## config.mk

```make
export PLATFORM = sky130hd
export DESIGN_NAME = seq_neuron
export DESIGN_NICKNAME = d
export VERILOG_FILES = /design/src/rtl/seq_neuron.sv
export SDC_FILE = /design/constraint.sdc
export NUM_CORES = 1
export LEC_CHECK = 0
export BUFFER_PORTS_ARGS = -buffer_cell sky130_fd_sc_hd__buf_2
export CAP_MARGIN = 10
export CORE_AREA = 2 2 400 402
export DETAILED_ROUTE_END_ITERATION = 10
export DIE_AREA = 0 0 402 404
export HOLD_SLACK_MARGIN = 0.1
export PLACE_DENSITY = 0.49
export SLEW_MARGIN = 20
export SYNTH_ARGS = -nofsm -noshare
export SYNTH_HDL_FRONTEND = slang
export SYNTH_SLANG_ARGS = --single-unit
```

## constraint.sdc

```tcl
create_clock -name clk -period 66.4 [get_ports clk]
set_input_delay 6.64 -clock clk [delete_from_list [all_inputs] [get_ports clk]]
set_output_delay 6.64 -clock clk [all_outputs]
set_load 0.005 [all_outputs]
```

## src/rtl/seq_neuron.sv

```systemverilog
// Sequential sign-magnitude neuron: one MAC per clock, biased sum, shift, ReLU and saturate.
// Optional build macro LEAKY_RELU_EN enables a leaky negative slope scaled by LEAK_SHIFT.
module seq_neuron #(
  parameter int N_IN       = 62,
  parameter int DATA_W     = 8,
  parameter int BIAS_SCALE = 127,
  parameter int SHIFT      = 9,
  parameter int LEAK_SHIFT = 3
) (
  input  logic                     clk,
  input  logic                     rst,
  input  logic                     start,
  input  logic [DATA_W-1:0]        bias,
  input  logic [N_IN*DATA_W-1:0]   weight,
  input  logic [N_IN*DATA_W-1:0]   in,
  output logic                     busy,
  output logic                     done,
  output logic [DATA_W-1:0]        out
);
  localparam int MAG_W  = DATA_W - 1;
  localparam int PROD_W = 2 * MAG_W;
  localparam int ACC_W  = 2*(DATA_W-1) + $clog2(N_IN+1) + $clog2(BIAS_SCALE+1) + 1;
  localparam int IDX_W  = (N_IN > 1) ? $clog2(N_IN) : 1;
  localparam logic signed [ACC_W-1:0] MAX_S = ACC_W'((2**MAG_W) - 1);

  if (N_IN < 1 || LEAK_SHIFT < 0) begin : g_param_check
    $error("seq_neuron: N_IN must be >= 1 and LEAK_SHIFT >= 0");
  end

  typedef enum logic [1:0] {IDLE, ACCUM, FINAL} state_t;

  state_t                         state;
  logic [IDX_W-1:0]               idx;
  logic signed [ACC_W-1:0]        acc;
  logic [N_IN-1:0][DATA_W-1:0]    x_r;
  logic [N_IN-1:0][DATA_W-1:0]    w_r;

  logic [DATA_W-1:0]              cur_x, cur_w;
  logic [PROD_W-1:0]              prod;
  logic signed [ACC_W-1:0]        prod_s;
  logic [ACC_W-1:0]               bias_mag;
  logic signed [ACC_W-1:0]        bias_s;
  logic signed [ACC_W-1:0]        q;
  logic [DATA_W-1:0]              res;
`ifdef LEAKY_RELU_EN
  logic signed [ACC_W-1:0]        nm;
`endif

  function automatic logic [MAG_W-1:0] sat(input logic signed [ACC_W-1:0] v);
    return (v > MAX_S) ? MAG_W'(MAX_S) : v[MAG_W-1:0];
  endfunction

  // Magnitude-only multiply; a zero magnitude yields zero regardless of sign,
  // so negative-zero operands need no special handling.
  always_comb begin
    cur_x    = x_r[idx];
    cur_w    = w_r[idx];
    prod     = PROD_W'(cur_x[MAG_W-1:0]) * PROD_W'(cur_w[MAG_W-1:0]);
    prod_s   = (cur_x[DATA_W-1] ^ cur_w[DATA_W-1]) ? -$signed(ACC_W'(prod))
                                                   :  $signed(ACC_W'(prod));
    bias_mag = ACC_W'(bias[MAG_W-1:0]) * ACC_W'(BIAS_SCALE);
    bias_s   = bias[DATA_W-1] ? -$signed(bias_mag) : $signed(bias_mag);
  end

  always_comb begin
    q   = acc >>> SHIFT;
    res = '0;
    if (acc > 0) begin
      res = {1'b0, sat(q)};
    end
`ifdef LEAKY_RELU_EN
    nm = '0;
    if (acc < 0) begin
      nm = (-acc) >>> (SHIFT + LEAK_SHIFT);
      // A negative result that rounds to zero magnitude must come out as plain zero.
      if (nm != '0) res = {1'b1, sat(nm)};
    end
`endif
  end

  always_ff @(posedge clk) begin
    if (rst) begin
      state <= IDLE;
      busy  <= 1'b0;
      done  <= 1'b0;
      out   <= '0;
      idx   <= '0;
      acc   <= '0;
    end else begin
      done <= 1'b0;
      case (state)
        IDLE: begin
          if (start) begin
            x_r   <= in;
            w_r   <= weight;
            acc   <= bias_s;
            idx   <= '0;
            busy  <= 1'b1;
            state <= ACCUM;
          end
        end
        ACCUM: begin
          acc <= acc + prod_s;
          idx <= idx + 1'b1;
          if (idx == IDX_W'(N_IN - 1)) state <= FINAL;
        end
        FINAL: begin
          out   <= res;
          done  <= 1'b1;
          busy  <= 1'b0;
          state <= IDLE;
        end
        default: state <= IDLE;
      endcase
    end
  end
endmodule

```

==> impl_metrics.ini, run 1 <==
[outcome]
status = complete, no violations

[floorplan]
die_h_um = 404
placementRows = 146
die_w_um = 402
core_um2 = 158000
initial_utilization_pct = 28.1
die_area_um2 = 162000
io_pins = 1013

[cts]
cts_root_buf = clkbuf_16
ctsHtreeMaxLevel = 3
postCtsSetupRepairBufs = 0
clkTransAtPathRegs_ps = 50
clock_path_buffers = 3
cts-resized-gates = 0
clk_latency_ps = 790
cts_buffers = 113
cts_tree = built
clock_sinks = 1037
cts_hold_buf = 0

[power]
ir_drop_mv = 0.0204
combPwrFrac_pct = 21.3
switching_share_pct = 28.2
p_clk_share_pct = 35.0
leakagePower_nw = 20.2
fin_total_pwr_mw = 1.76
intPower_mw = 1.26
seqPwrFrac_pct = 43.7
p_sw_mw = 0.496
p_per_area_nw_per_um2 = 31.7

[worst_setup_path]
critPathCaptureType = flop
critical_path_class = flop to flop
r2r_slack_ps = 54260
cp_max_fo = 80
worst_ep_arrival_time_ps = 12690
slowest_delay_ps = 790
worstPathRequired_ps = 66960
slowest_stage = xnor2_1
cp-start-kind = flop

[detailed_routing]
vias_per_cell = 4.66
ant_nets = 0
wl_per_cell_um = 26.1
drc = 0
vias = 26209
wirelength_mm = 147
first_pass_iters = 5
drt_iter0_drc = 2070

[yosys]
ys_types = 68
ys_seq_area_share_pct = 69.3
ys_async_sr_fraction_pct = 0
syn_area_per_cell_um2 = 18.8
synth-seq-cells = 1037
yosysTopAreaCell = edfxtp_1
synth_top_family_by_area = multiplexers
synth_warnings = 0
synth_ff_type = edfxtp_1
synth-xor-area-share_pct = 1.34
yosys.area_share.adder_pct = 4.62
synth.top_cell.area_share_pct = 67.3
synth_compound_area_share_pct = 4.26
synthSimpleGateAreaFrac_pct = 3.40
muxShareOfSynthArea_pct = 15.1
synth_nets = 3497
netlist_area_um2 = 44300
synth_area_leaders = edfxtp_1, mux4_2, ha_1
synth_edf_count = 992
syn_inst = 2357

[timing]
finalHoldViolCount = 0
rsz0062_at_grt = false
fin_crit_ps = 12140
period_share_pct = 18.3
final-setup-viol-count = 0
worst-slew-pin-transition_ps = 1070
tns_ps = 0
clock.fmax_ghz = 0.0824
fin_skew_ps = 102
fin_hold_ws_ps = 448
slew_viol_final = 0
slew_headroom_pct = 28.5

[placement]
portBuffers = 1011
dp_hpwl_mm = 111
place_congestion = 0.815

[global_routing]
grtUsageTotal_pct = 17.7
grt_max_degree = 177
grt_pass1_vias = 27325
gr-total-overflow = 0
grt_antenna_before_repair = 140
grt_first_pass_wirelength_mm = 203

[layout]
final_net_count = 4555
drive_gt1_share_pct = 42.8
nFillCells = 15187
multiInputGateArea_um2 = 12800
layout.cells.most_common_list = buf_2, edfxtp_1, mux4_2
layout_commonest_cell = buf_2
layout.area.seq_um2 = 30700
areaGrowthSynthToFinish_pct = 25.3

[hold_path]
hold_path_class = flop to flop

[run]
drv_cap = 0
stage by stage:
stage | cells | instance area [um^2] | utilization [%] | setup slack, ps
final | 5620 | 55500 | 35.2 | 54260
after global placement | 5372 | 51800 | 32.8 | 54230
after CTS | 5578 | 55400 | 35.1 | 54070
after global routing | 5600 | 55400 | 35.1 | 53390
after detailed placement | 5372 | 51800 | 32.8 | 54050
after floorplan | 2357 | 44300 | - | 15930
layer usage:
metal  track usage (%)  part of all wire, %  vias up  routed length [um]
li1                  -                    -    11715                   -
met1              20.9                   39    13098               56800
met2              31.5                   52      969               76200
met3              5.23                  6.8      337                9940
met4              4.23                  2.1       90                3130
met5                 0                 0.39        -                 575
kinds of logic (layout without fill, tap and decap cells):
logic type | Yosys count | count (layout)
AO/OA/AOI/OAI | 288 | 288
XOR/XNOR | 68 | 68
adder cells (fa/ha/maj) | 137 | 137
buffers and inverters | 185 | 1334
flip-flops | 1037 | 1037
multiplexers | 326 | 326
other | 1 | 43
AND/OR/NAND/NOR | 315 | 315
layout make-up:
| cell class | instances | share of cell area, % |
|---|---|---|
| Antenna cell | 42 | 0.189 |
| Timing Repair Buffer | 1050 | 9.76 |
| Tap cell | 2072 | 4.67 |
| Inverter | 78 | 0.532 |
| Clock buffer | 134 | 5.26 |
| Sequential cell | 1037 | 55.3 |
| Clock inverter | 72 | 1.24 |
| Multi-Input combinational cell | 1135 | 23.0 |
final timing paths:
check | endpoint | depth (start not counted) | startpoint
worst max-delay path | acc[27] | 33 | idx[0]
worst min-delay path | out[5] | 2 | out[5]
worst max register to register | acc[27] | 33 | idx[0]
worst min register to register | out[5] | 2 | out[5]
power groups by stage:
stage | logic (mW) | registers, mW | clock network (mW)
3_3_place_gp | 0.374 | 0.782 | 0
3_5_place_dp | 0.375 | 0.782 | 0
5_1_grt | 0.420 | 0.771 | 0.657
6_report | 0.374 | 0.768 | 0.615
4_1_cts | 0.377 | 0.768 | 0.631
2_1_floorplan | 0.271 | 0.821 | 0
sequential cells by signal, summed over array words and instances, names as in the netlist:
register / flops
busy: 1
done: 1
w_r: 496
acc: 28
x_r: 496
out: 7
idx: 6
state: 2
synth_stat cells, types with 18 or more instances:
| cell type | instances |
|---|---|
| a21o_1 | 18 |
| ha_1 | 93 |
| mux2i_1 | 50 |
| xor2_1 | 32 |
| inv_1 | 78 |
| clkbuf_1 | 41 |
| o21ai_0 | 67 |
| edfxtp_1 | 992 |
| a211oi_1 | 18 |
| dfxtp_1 | 45 |
| buf_2 | 33 |
| nor3_1 | 19 |
| a21oi_1 | 68 |
| mux4_2 | 274 |
| nand2_1 | 94 |
| fa_1 | 44 |
| nor2_1 | 84 |
| and2_1 | 31 |
| xnor2_1 | 36 |
| nand3_1 | 19 |
worst max-delay path: cells and delay by family (launching register included):
kind	cells	cell delay [ps]
compound gates	13	2940
xor+xnor	1	790
fa+ha+maj	6	2840
buf+inv	7	2160
flops	1	720
mux	3	1750
simple gates	3	470
Power figures use the tool's default switching activity.
==> inputs of run 2 (changes only) <==
--- a/config.mk
+++ b/config.mk
@@ -5,13 +5,14 @@
 export SDC_FILE = /design/constraint.sdc
 export NUM_CORES = 1
 export LEC_CHECK = 0
+export ABC_AREA = 1
 export BUFFER_PORTS_ARGS = -buffer_cell sky130_fd_sc_hd__buf_2
 export CAP_MARGIN = 10
-export CORE_AREA = 2 2 400 402
+export CORE_AREA = 2 2 389 391
 export DETAILED_ROUTE_END_ITERATION = 10
-export DIE_AREA = 0 0 402 404
+export DIE_AREA = 0 0 391 393
 export HOLD_SLACK_MARGIN = 0.1
-export PLACE_DENSITY = 0.49
+export PLACE_DENSITY = 0.54
 export SLEW_MARGIN = 20
 export SYNTH_ARGS = -nofsm -noshare
 export SYNTH_HDL_FRONTEND = slang
==> constraint.sdc (replaced) <==
create_clock -name clk -period 11 [get_ports clk]
set_input_delay 1.1 -clock clk [delete_from_list [all_inputs] [get_ports clk]]
set_output_delay 1.1 -clock clk [all_outputs]
set_load 0.005 [all_outputs]
==> impl_metrics.ini, run 2 <==
[yosys]
synth_ff_type = edfxtp_1
synth_nets = 5157
ys_seq_area_share_pct = 66.2
syn_inst = 4017
synth_edf_count = 992
synth_common_cells = edfxtp_1, nand2_1, nor2_1, o21ai_0, inv_1
netlist_area_um2 = 46400
synth.top_cell.area_share_pct = 64.2
synth_area_leaders = edfxtp_1, nand2_1, o21ai_0
ys_async_sr_fraction_pct = 0
synth_warnings = 0
ys_types = 60
synth-seq-cells = 1037
yosysTopAreaCell = edfxtp_1
syn_area_per_cell_um2 = 11.5
synth.most_common_cell = edfxtp_1

[cts]
clock_sinks = 1037
cts_buffers = 114
cts-resized-gates = 0
clkTransAtPathRegs_ps = 60
cts_tree = built
clock_path_buffers = 3
cts_root_buf = clkbuf_16
postCtsSetupRepairBufs = 0
ctsHtreeMaxLevel = 3
cts_hold_buf = 0
clk_latency_ps = 770

[layout]
largestRegisters = w_r x496, x_r x496, acc x28
final_net_count = 6114
layout.cells.most_common_list = buf_2, edfxtp_1, nand2_1
utilization_pct = 38.2
layout_commonest_cell = buf_2
areaGrowthSynthToFinish_pct = 23.1
drive_gt1_share_pct = 25.3

[worst_setup_path]
cp-start-kind = flop
worst_ep_arrival_time_ps = 10110
slowest_delay_ps = 670
critical_path_class = flop to flop
slowest_stage = o221ai_1
cp_max_fo = 92
critPathCaptureType = flop
worstPathRequired_ps = 11610
crit_top_cell = nand2_1

[global_routing]
grtUsageTotal_pct = 23.1
gr-total-overflow = 0
grt_pass1_vias = 34841
grt_max_degree = 183
grt_antenna_before_repair = 170
grt_first_pass_wirelength_mm = 252

[timing]
clock.fmax_ghz = 0.105
slew_headroom_pct = 21.7
rsz0062_at_grt = false
slew_viol_final = 0
period_share_pct = 86.4
fin_hold_ws_ps = 475
final-setup-viol-count = 0
fin_crit_ps = 9500
finalHoldViolCount = 0
worst-slew-pin-transition_ps = 1170
fin_skew_ps = 63.6

[placement]
place_congestion = 0.936
dp_hpwl_mm = 136
portBuffers = 1011

[detailed_routing]
wl_per_cell_um = 26.0
vias = 35902
first_pass_iters = 6
drc = 0
vias_per_cell = 5.06
ant_nets = 0
wirelength_mm = 184
drt_iter0_drc = 3845

[outcome]
status = complete, no violations

[power]
leakagePower_nw = 22.5
ir_drop_mv = 0.165
p_per_area_nw_per_um2 = 202

[run]
drv_cap = 0

[floorplan]
initial_utilization_pct = 31.1
placementRows = 142
die_h_um = 393
die_w_um = 391
io_pins = 1013
die_area_um2 = 154000
core_um2 = 149000

[hold_path]
hold_path_class = flop to flop
## run 2: cells by family (layout without fill, tap and decap cells)
logic type / Yosys count / after routing / share of synthesized area [%]
AO/OA/AOI/OAI: 843 / 843 / 10.5
XOR/XNOR: 33 / 33 / 0.656
adder cells (fa/ha/maj): 137 / 137 / 4.41
buffers and inverters: 468 / 1518 / 4.83
flip-flops: 1037 / 1037 / 66.2
multiplexers: 2 / 2 / 0.0432
other: 1 / 85 / 0.00809
AND/OR/NAND/NOR: 1496 / 1496 / 13.3
## run 2: final cells by class
type                       instances  area, um^2
clock inverter                    69         668
inverter                         247         955
sequential                      1037       30700
antenna                           84         210
multi-input combinational       2512       13500
clock buffer                     140        2970
tap                             1944        2430
timing repair buffer            1062        5680
fill                           14777       92200
## run 2: worst paths after layout
kind,startpoint,endpoint,slack (ps),cells past startpoint
hold / removal,out[5],out[5],470,2
setup reg to reg,idx[1],acc[24],1500,41
hold reg to reg,out[5],out[5],470,2
setup / recovery,idx[1],acc[24],1500,41
## run 2: metal layers
metal  vias to the layer above  global-route usage, %  share of wire (%)
li1                      16380                      -                  -
met1                     17444                   29.3                 40
met2                      1584                   38.4                 49
met3                       412                   5.05                7.4
met4                        82                   8.96                3.7
met5                         -                      0               0.31
## run 2: power by group
group	switching [mW]	internal, mW
registers	0.0890	4.55
clock network	1.67	2.09
logic	2.08	1.07
## run 2: stage by stage
stage,power [mW],instance area (um^2),setup TNS (ps),setup WS [ps],std cells
3_5_place_dp,7.84,53200,0,1620,6801
4_1_cts,11.6,56800,0,1590,7010
6_report,11.5,57100,0,1500,7095
2_1_floorplan,6.95,46400,-5368340,-5410,4017
3_3_place_gp,7.85,53200,0,1510,6801
5_1_grt,12.2,57000,0,805,7067
## run 2: critical path, delay by kind of cell, from the launching register on
family / cells / cell delay (ps)
AO/OA/AOI/OAI: 5 / 1370
XOR/XNOR: 2 / 570
adder cells (fa/ha/maj): 6 / 2680
buffers and inverters: 7 / 900
flip-flops: 1 / 580
AND/OR/NAND/NOR: 21 / 3050
